### config.mk
export PLATFORM = sky130hd
export DESIGN_NAME = fma_issue_arbiter
export DESIGN_NICKNAME = d
export VERILOG_FILES = /design/src/rtl/fma_issue_arbiter.sv
export SDC_FILE = /design/constraint.sdc
export NUM_CORES = 1
export LEC_CHECK = 0
export ABC_AREA = 1
export CAP_MARGIN = 20
export CORE_MARGIN = 2
export CORE_UTILIZATION = 43
export CTS_BUF_LIST = sky130_fd_sc_hd__clkbuf_16
export DETAILED_ROUTE_END_ITERATION = 16
export GPL_TIMING_DRIVEN = 0
export MAX_ROUTING_LAYER = met4
export PLACE_DENSITY = 0.77
export SETUP_SLACK_MARGIN = 0.05
export SLEW_MARGIN = 30
export SYNTH_ARGS = -nofsm -noshare
export SYNTH_HDL_FRONTEND = slang
export SYNTH_HIERARCHICAL = 1
export SYNTH_SLANG_ARGS = --single-unit
### constraint.sdc
create_clock -name clk -period 2.5 [get_ports clk]
set_clock_uncertainty 0.2 [all_clocks]
set_input_delay 0.25 -clock clk [delete_from_list [all_inputs] [get_ports clk]]
set_output_delay 0.25 -clock clk [all_outputs]
set_load 0.05 [all_outputs]
### src/rtl/fma_issue_arbiter.sv
// Two-requester round-robin issue arbiter for a fixed-latency FMA pipeline.
// Per-requester credits reserve result-FIFO slots at issue time, so writeback never overflows.

module fma_issue_fifo #(
    parameter int DEPTH = 2
) (
    input  logic        clk,
    input  logic        rst,
    input  logic        wr_en,
    input  logic [31:0] wr_data,
    input  logic        rd_en,
    output logic        nonempty,
    output logic [31:0] head
);
    localparam int PW = (DEPTH > 1) ? $clog2(DEPTH) : 1;

    logic [DEPTH-1:0][31:0] mem_q;
    logic [PW-1:0]          wptr_q, rptr_q;
    logic [2:0]             cnt_q;

    function automatic logic [PW-1:0] inc(input logic [PW-1:0] p);
        return (p == PW'(DEPTH - 1)) ? '0 : p + PW'(1);
    endfunction

    always_ff @(posedge clk or negedge rst) begin
        if (!rst) begin
            mem_q  <= '0;
            wptr_q <= '0;
            rptr_q <= '0;
            cnt_q  <= '0;
        end else begin
            if (wr_en) begin
                mem_q[wptr_q] <= wr_data;
                wptr_q        <= inc(wptr_q);
            end
            if (rd_en) rptr_q <= inc(rptr_q);
            case ({wr_en, rd_en})
                2'b10:   cnt_q <= cnt_q + 3'd1;
                2'b01:   cnt_q <= cnt_q - 3'd1;
                default: cnt_q <= cnt_q;
            endcase
        end
    end

    assign nonempty = (cnt_q != '0);
    assign head     = nonempty ? mem_q[rptr_q] : '0;
endmodule

module fma_issue_arbiter #(
    parameter int LAT   = 3,
    parameter int DEPTH = 2
) (
    input  logic        clk,
    input  logic        rst,
    input  logic [1:0]  req_valid,
    output logic [1:0]  req_ready,
    input  logic [95:0] req0_abc,
    input  logic [95:0] req1_abc,
    output logic        fma_in_valid,
    output logic [31:0] fma_a,
    output logic [31:0] fma_b,
    output logic [31:0] fma_c,
    input  logic [31:0] fma_res,
    output logic        resp0_valid,
    output logic        resp1_valid,
    input  logic        resp0_ready,
    input  logic        resp1_ready,
    output logic [31:0] resp0_data,
    output logic [31:0] resp1_data,
    output logic        busy
);
    localparam logic [2:0] DEPTH_C = 3'(DEPTH);

    logic [1:0][2:0]  credit_q, credit_d;
    logic             ptr_q, ptr_d;
    logic [1:0]       elig, grant, pop, fifo_wr, fifo_ne, resp_rdy;
    logic [1:0][31:0] fifo_head;
    logic [95:0]      last_q, issue_abc;
    logic [LAT-1:0]   tag_vld_q, tag_id_q;
    logic             issue;

    assign resp_rdy = {resp1_ready, resp0_ready};

    // Gating with rst keeps the combinational handshake quiet while reset is held.
    always_comb begin
        grant = 2'b00;
        for (int i = 0; i < 2; i++)
            elig[i] = rst & req_valid[i] & (credit_q[i] != 3'd0);
        if (&elig) grant[ptr_q] = 1'b1;
        else       grant = elig;
    end

    assign issue     = |grant;
    assign req_ready = grant;
    assign issue_abc = grant[1] ? req1_abc : (grant[0] ? req0_abc : last_q);
    assign fma_in_valid = issue;
    assign fma_a = issue_abc[95:64];
    assign fma_b = issue_abc[63:32];
    assign fma_c = issue_abc[31:0];
    assign ptr_d = issue ? grant[0] : ptr_q;

    always_comb begin
        credit_d = credit_q;
        for (int i = 0; i < 2; i++) begin
            pop[i]     = fifo_ne[i] & resp_rdy[i];
            fifo_wr[i] = tag_vld_q[LAT-1] & (tag_id_q[LAT-1] == 1'(i));
            case ({grant[i], pop[i]})
                2'b10:   credit_d[i] = credit_q[i] - 3'd1;
                2'b01:   credit_d[i] = credit_q[i] + 3'd1;
                default: credit_d[i] = credit_q[i];
            endcase
        end
    end

    always_ff @(posedge clk or negedge rst) begin
        if (!rst) begin
            credit_q  <= {DEPTH_C, DEPTH_C};
            ptr_q     <= 1'b0;
            last_q    <= '0;
            tag_vld_q <= '0;
            tag_id_q  <= '0;
        end else begin
            credit_q     <= credit_d;
            ptr_q        <= ptr_d;
            last_q       <= issue_abc;
            tag_vld_q[0] <= issue;
            tag_id_q[0]  <= grant[1];
            for (int j = 1; j < LAT; j++) begin
                tag_vld_q[j] <= tag_vld_q[j-1];
                tag_id_q[j]  <= tag_id_q[j-1];
            end
        end
    end

    for (genvar i = 0; i < 2; i++) begin : g_fifo
        fma_issue_fifo #(.DEPTH(DEPTH)) u_fifo (
            .clk      (clk),
            .rst      (rst),
            .wr_en    (fifo_wr[i]),
            .wr_data  (fma_res),
            .rd_en    (pop[i]),
            .nonempty (fifo_ne[i]),
            .head     (fifo_head[i])
        );
    end

    assign resp0_valid = fifo_ne[0];
    assign resp1_valid = fifo_ne[1];
    assign resp0_data  = fifo_head[0];
    assign resp1_data  = fifo_head[1];
    assign busy        = (|tag_vld_q) | (|fifo_ne);
endmodule

# Word level (Yosys, flattened, before mapping)
# Index checks and enable logic that the tools add are counted.
[word_totals]
ff_bits = 247
input_bits = 230
output_inout_bits = 166
word_cells = 94
[classes]
n_addsub = 12
order_cmp = 8
eq_ne = 8
mux = 25
bitwise_logic = 10
n_reduce_logical = 15
[ops]
columns = ["op", "count"]
rows = [
  ["32-bit 2-to-1 mux", 8],
  ["96-bit 2-to-1 mux", 2],
  ["64-bit bitwise mux", 2],
  ["32-bit demux with 1-bit select", 2],
  ["3-bit case mux with 2 select lines", 4],
  ["3-bit by 1-bit adder with 3-bit output (second input constant)", 4],
  ["3-bit nonzero test", 4],
  ["3-bit by 1-bit subtractor with 3-bit output (second input constant)", 4],
  ["1-bit by 2-bit less-than comparator with 1-bit output (second input constant)", 5],
  ["1-bit bitwise AND", 8],
  ["2-bit by 1-bit equality test with 1-bit output (second input constant)", 4],
  ["2-bit equality test (second input constant)", 4],
  ["2-bit nonzero test", 4],
  ["1-bit 2-to-1 mux", 5],
  ["1-bit adder (second input constant)", 4],
  ["2-bit OR reduction", 2],
  ["1-bit greater-or-equal comparator (second input constant)", 3],
  ["1-bit logical AND", 3],
  ["3-bit OR reduction", 1],
  ["2-bit 2-to-1 mux", 1],
  ["2-bit AND reduction", 1],
  ["1-bit demux with 1-bit select", 1],
  ["1-bit inverter", 1],
  ["1-bit bitwise OR", 1],
]

# Depth between registers and ports, before layout
[logic_depth]
word_depth = 7
depth_mapped = 13
mapped_depth_nobuf = 12

# By module
# Netlist, hierarchy kept.
[modules_own_cells]
columns = ["module", "instances", "cells_each", "area_per_inst_um2", "seq_area_each_um2"]
rows = [
  ["fma_issue_fifo", 2, 436, 3409.5, 1726.7],
  ["fma_issue_arbiter", 1, 1061, 6487.5, 2730.1],
]

# Worst setup path before layout
# OpenSTA, ideal clock, no wires.
[synth_timing]
path_type = "reg-to-reg"
start = "register credit_q[4] (netlist bit)"
end = "register credit_q[2] (netlist bit)"
setup_ps = 131
t_arrival_ps = 2081
required_ps = 2169
slack_ps = 88
stages_incl_launch_ff = 12
n_path_buf = 1
period_less_slack_ps = 2412
cell_sequence = "dfstp_2 -> inv_1 -> nand2_1 -> nand3b_1 -> nand2_2 -> buf_1 -> ha_1 -> inv_1 -> fa_1 -> a21oi_1 -> o21ai_0 -> xor2_1"
[synth_between]
elab_chain_cells = 6
elab_cells_between_ends = 8
classes_between = "2 x eq/ne; 2 x mux; 1 x bitwise; 3 x reduce/logical"
[synth_lines]
columns = ["item", "line", "text"]
rows = [
  ["start: declaration", "74", "logic [1:0][2:0] credit_q, credit_d;"],
  ["start signal: assignment", "117", "credit_q <= {DEPTH_C, DEPTH_C};"],
  ["start signal: assignment", "123", "credit_q <= credit_d;"],
  ["3-bit nonzero test *", "88", "elig[i] = rst & req_valid[i] & (credit_q[i] != 3'd0);"],
  ["1-bit bitwise AND *", "88", ""],
  ["2-bit AND reduction *", "89", "if (&elig) grant[ptr_q] = 1'b1;"],
  ["2-bit 2-to-1 mux *", "89", ""],
  ["2-bit by 1-bit equality test with 1-bit output or 2-bit equality test (tied branches)", "107", "case ({grant[i], pop[i]})"],
  ["3-bit case mux with 2 select lines or 2-bit nonzero test (tied branches)", "n/a", ""],
]
# Mark *: on every way between the ends. The rest lies on a longest branch, timed or not.
# A chain may end at the register's enable or synchronous reset.

# Worst setup path after layout
[layout_timing]
start = "register credit_q[1] (netlist bit)"
end = "output fma_a[13]"
[layout_between]
elab_chain_cells = 6
[layout_lines]
columns = ["item", "line", "text"]
rows = [
  ["3-bit nonzero test *", "88", ""],
  ["1-bit bitwise AND *", "88", ""],
  ["2-bit AND reduction", "89", ""],
  ["2-bit 2-to-1 mux *", "89", ""],
  ["96-bit 2-to-1 mux", "95", "assign issue_abc = grant[1] ? req1_abc : (grant[0] ? req0_abc : last_q);"],
  ["96-bit 2-to-1 mux *", "95", ""],
  ["end: declaration", "60", "output logic [31:0] fma_a,"],
]
# Marked as above.

==> key figures <==
Die
  • I/O Pins: 396
  • DIE AREA: 32,400 µm²
  • Initial Util: 0.436
  • Core Rows: 64
  • Core Region: 30,500 µm²
  • Die Ht: 180 µm
  • Die X: 180 µm

STA
  • Hold WS: 75.0 ps
  • Slew HR: 0.616
  • RSZ-0062 raised after global routing: true
  • Minimum setup slack in the final design: -256 ps
  • Final Hold Viols: 0
  • Fin crit period: 2760 ps
  • Worst-Margin Slew: 576 ps
  • Final Max Slew Viols: 0
  • Peak Freq: 0.363 GHz
  • Final setup violation count: 97
  • Final Cycle Share: 1.10

Outcome
  • Failing checks: setup timing
  • Outcome: complete, but fails checks

Clock network
  • Total CTS buffers: 27
  • H-tree depth: 1
  • CTS tree: built
  • Worst-path clk slew: 70 ps
  • CTS root buf: clkbuf_16
  • Clock latency on the worst-skew pair: 540 ps
  • CTS max path bufs: 3
  • Clock sink count: 247

Worst setup path
  • Critical path buffers and inverters: 5
  • Crit-path cells: nor2_4 > a21oi_4 > buf_12 > buf_12 > buf_8 > nand2_1 > nand2_2 > inv_1 > nand2_1 > nand2_2 > buf_8
  • R2r startpoint: credit_q[1]
  • Critical path class: reg2out
  • Worst EP required: 2050 ps
  • CP endpoint kind: primary output
  • Delay of the slowest cell on the worst path: 560 ps
  • Slowest cell on the critical path: dfstp_2
  • WP data arrival: 2310 ps
  • CP Launch Point: credit_q[1]
  • CP startpoint kind: flop
  • Critical path's top delay family: buffers and inverters
  • CP max FO: 10

GRT
  • Largest net degree at the start of global routing: 84
  • Vias in the first global route: 13,206
  • Initial antenna violation count: 15
  • Gr usage total: 0.292
  • Total grt overflow: 0
  • First-pass GRT wire length: 71,900 µm

Pwr
  • Clock network fraction of total power: 0.133
  • Power Density: 1350 nW/µm²
  • Psw: 14.5 mW
  • Worst vdd ir: 0.897 mV
  • Share of power burned in registers: 0.232
  • Logic pwr share: 0.635
  • LEAKAGE: 12.0 nW
  • Final Power: 28.9 mW
  • Internal Power: 14.4 mW
  • Sw frac: 0.502

Logic synthesis
  • Share of the synthesized area in the top cell type: 0.461
  • Syn Area/Cell: 6.88 µm²
  • Synth warnings: 6
  • FF+latch count, synth: 247
  • Net count after synthesis: 2,171
  • Adder-cell share of the synthesized area: 0.00978
  • Mux cell area share after synthesis: 0.000846
  • Largest area contributor in the netlist: dfrtp_1
  • Synth Area in Compound Gates: 0.0898
  • Top-count cell post-synth: nand2_1
  • Synth Flop Type: dfrtp_1
  • Cells after synthesis: 1,933
  • Combinational family with the most area after synthesis: simple AND/OR/NAND/NOR gates
  • Cell variety after synth: 27
  • Top cells by area, synth: dfrtp_1 (46%), nand2_1 (24%), inv_1 (14%)
  • Post-synthesis xor/xnor area fraction: 0.00527
  • Post-synthesis sequential area ratio: 0.465
  • Share of flip-flops with an asynchronous set or reset: 1.00
  • Cell Area, Synth: 13,300 µm²
  • Simple-gate portion of the synthesized area: 0.249
  • Post-synth EDFFs: 0
  • Most frequent cells after synthesis: nand2_1 (856), inv_1 (503), dfrtp_1 (245)

Place
  • Dpl hpwl: 34,200 µm
  • Buffers on Ports: 395
  • Placed cells: 2,727
  • GPL Wtd Cong: 0.943
  • Post-place setup slack: -1140 ps

Hold path
  • Hold Path Class: in2reg
  • Hold_sp: req1_abc[41]

Routing
  • WL met2: 25,400 µm
  • Met3 wire length: 4590 µm
  • Vias post-DR: 13,587
  • Remaining DRCs: 0
  • Top sig layer: met4
  • Total Routed Length: 50,800 µm
  • ANT nets after route: 0
  • DRT iter0 DRCs: 975
  • Vias/cell: 4.74
  • Drt first pass iters: 7
  • M1 WL: 18,200 µm
  • DR WL/cell: 17.7 µm

Final layout
  • Final nets: 2,676
  • Non-filler instance count after layout: 2,868
  • Layout cells sized above 1: 0.284
  • Area delta synth->final: 60.6%

Run
  • Max cap viols: 0
==> flip-flops by register name, indices dropped and copies added, names as in the netlist <==
name,cells
credit_q,6
g_fifo.u_fifo/cnt_q,6
g_fifo.u_fifo/mem_q,128
g_fifo.u_fifo/rptr_q,2
g_fifo.u_fifo/wptr_q,2
last_q,96
ptr_q,1
tag_id_q,3
tag_vld_q,3
==> worst paths after layout <==
kind | slack, ps | cells after the start | to
max | -260 | 11 | fma_a[13]
min | 80 | 3 | last_q[41]
max reg2reg | 0 | 13 | credit_q[5]
min reg2reg | 170 | 0 | tag_id_q[1]
max in group asynchronous | 1160 | 6 | last_q[67]
min in group asynchronous | 220 | 5 | g_fifo[1].u_fifo/mem_q[28]
==> power by group through the flow <==
stage	combinational, mW	sequential [mW]	clock (mW)
finish	18.4	6.70	3.84
CTS	16.6	6.66	3.88
global route	19.6	6.88	4.05
floorplan	10.6	6.53	0
global placement	15.6	6.66	0
detailed placement	15.7	6.71	0
==> cell type report <==
| class | instances | area (µm²) |
|---|---|---|
| Antenna cell | 16 | 40.0 |
| Buffer | 84 | 931 |
| Clock buffer | 27 | 676 |
| Clock inverter | 20 | 153 |
| Fill cell | 2337 | 9140 |
| Inverter | 506 | 1920 |
| Multi-Input combinational cell | 1095 | 5720 |
| Sequential cell | 247 | 6190 |
| Tap cell | 396 | 495 |
| Timing Repair Buffer | 477 | 5260 |
==> placed cells by master, fill, tap and decap left out, types with 3 or more instances in the layout <==
master	n
o21ai_2	53
dfrtp_1	243
buf_8	90
inv_2	24
buf_2	40
clkinv_2	6
xnor2_1	5
nand3_1	3
nand3_4	3
nand2_4	42
clkbuf_4	30
clkbuf_1	15
buf_4	52
clkbuf_8	4
o21ai_0	112
clkdlybuf4s50_1	228
o21ai_1	32
inv_4	3
buf_16	5
nand2_8	4
clkbuf_16	46
clkbuf_2	3
inv_1	484
diode_2	16
nand2_1	616
xor2_1	3
buf_6	53
nand2_2	197
buf_12	18
nor2_1	3
==> timing repair <==
item | 4_1_cts | 5_1_grt
hold endpoints to repair | 246 | 0
endpoints found under the setup margin | 173 | 163
buffers inserted | 28 | 26
gates cloned | 8 | 13
pin swaps | 18 | 88
gates resized for setup | 1251 | 408
hold buffers | 6 | 0
==> routing by layer <==
| metal | vias up | global-route usage |
|---|---|---|
| met5 | - | - |
| li1 | 6525 | - |
| met3 | 147 | 0.0916 |
| met2 | 547 | 0.492 |
| met1 | 6368 | 0.323 |
| met4 | 0 | 0.116 |
==> metrics by stage <==
stage               utilization  cell area (µm²)  setup TNS [ps]
global placement          0.582            17800        -4481680
detailed placement        0.585            17800         -107390
finish                    0.701            21400          -14810
floorplan                     -            13300               0
CTS                       0.653            19900          -15960
global route              0.701            21400          -23350
==> logic make-up after synthesis <==
| kind of cell | Yosys count |
|---|---|
| flip-flops | 247 |
| AO/OA/AOI/OAI | 202 |
| buffers and inverters | 592 |
| XOR/XNOR | 8 |
| AND/OR/NAND/NOR | 875 |
| multiplexers | 1 |
| adder cells (fa/ha/maj) | 8 |
==> tightest hold or removal path, cell delays in order <==
cell and delay (ps):
clkdlybuf4s50_1 390, nand2_1 70, nand2_2 60
Note: power is estimated with default switching activity, not from simulation.
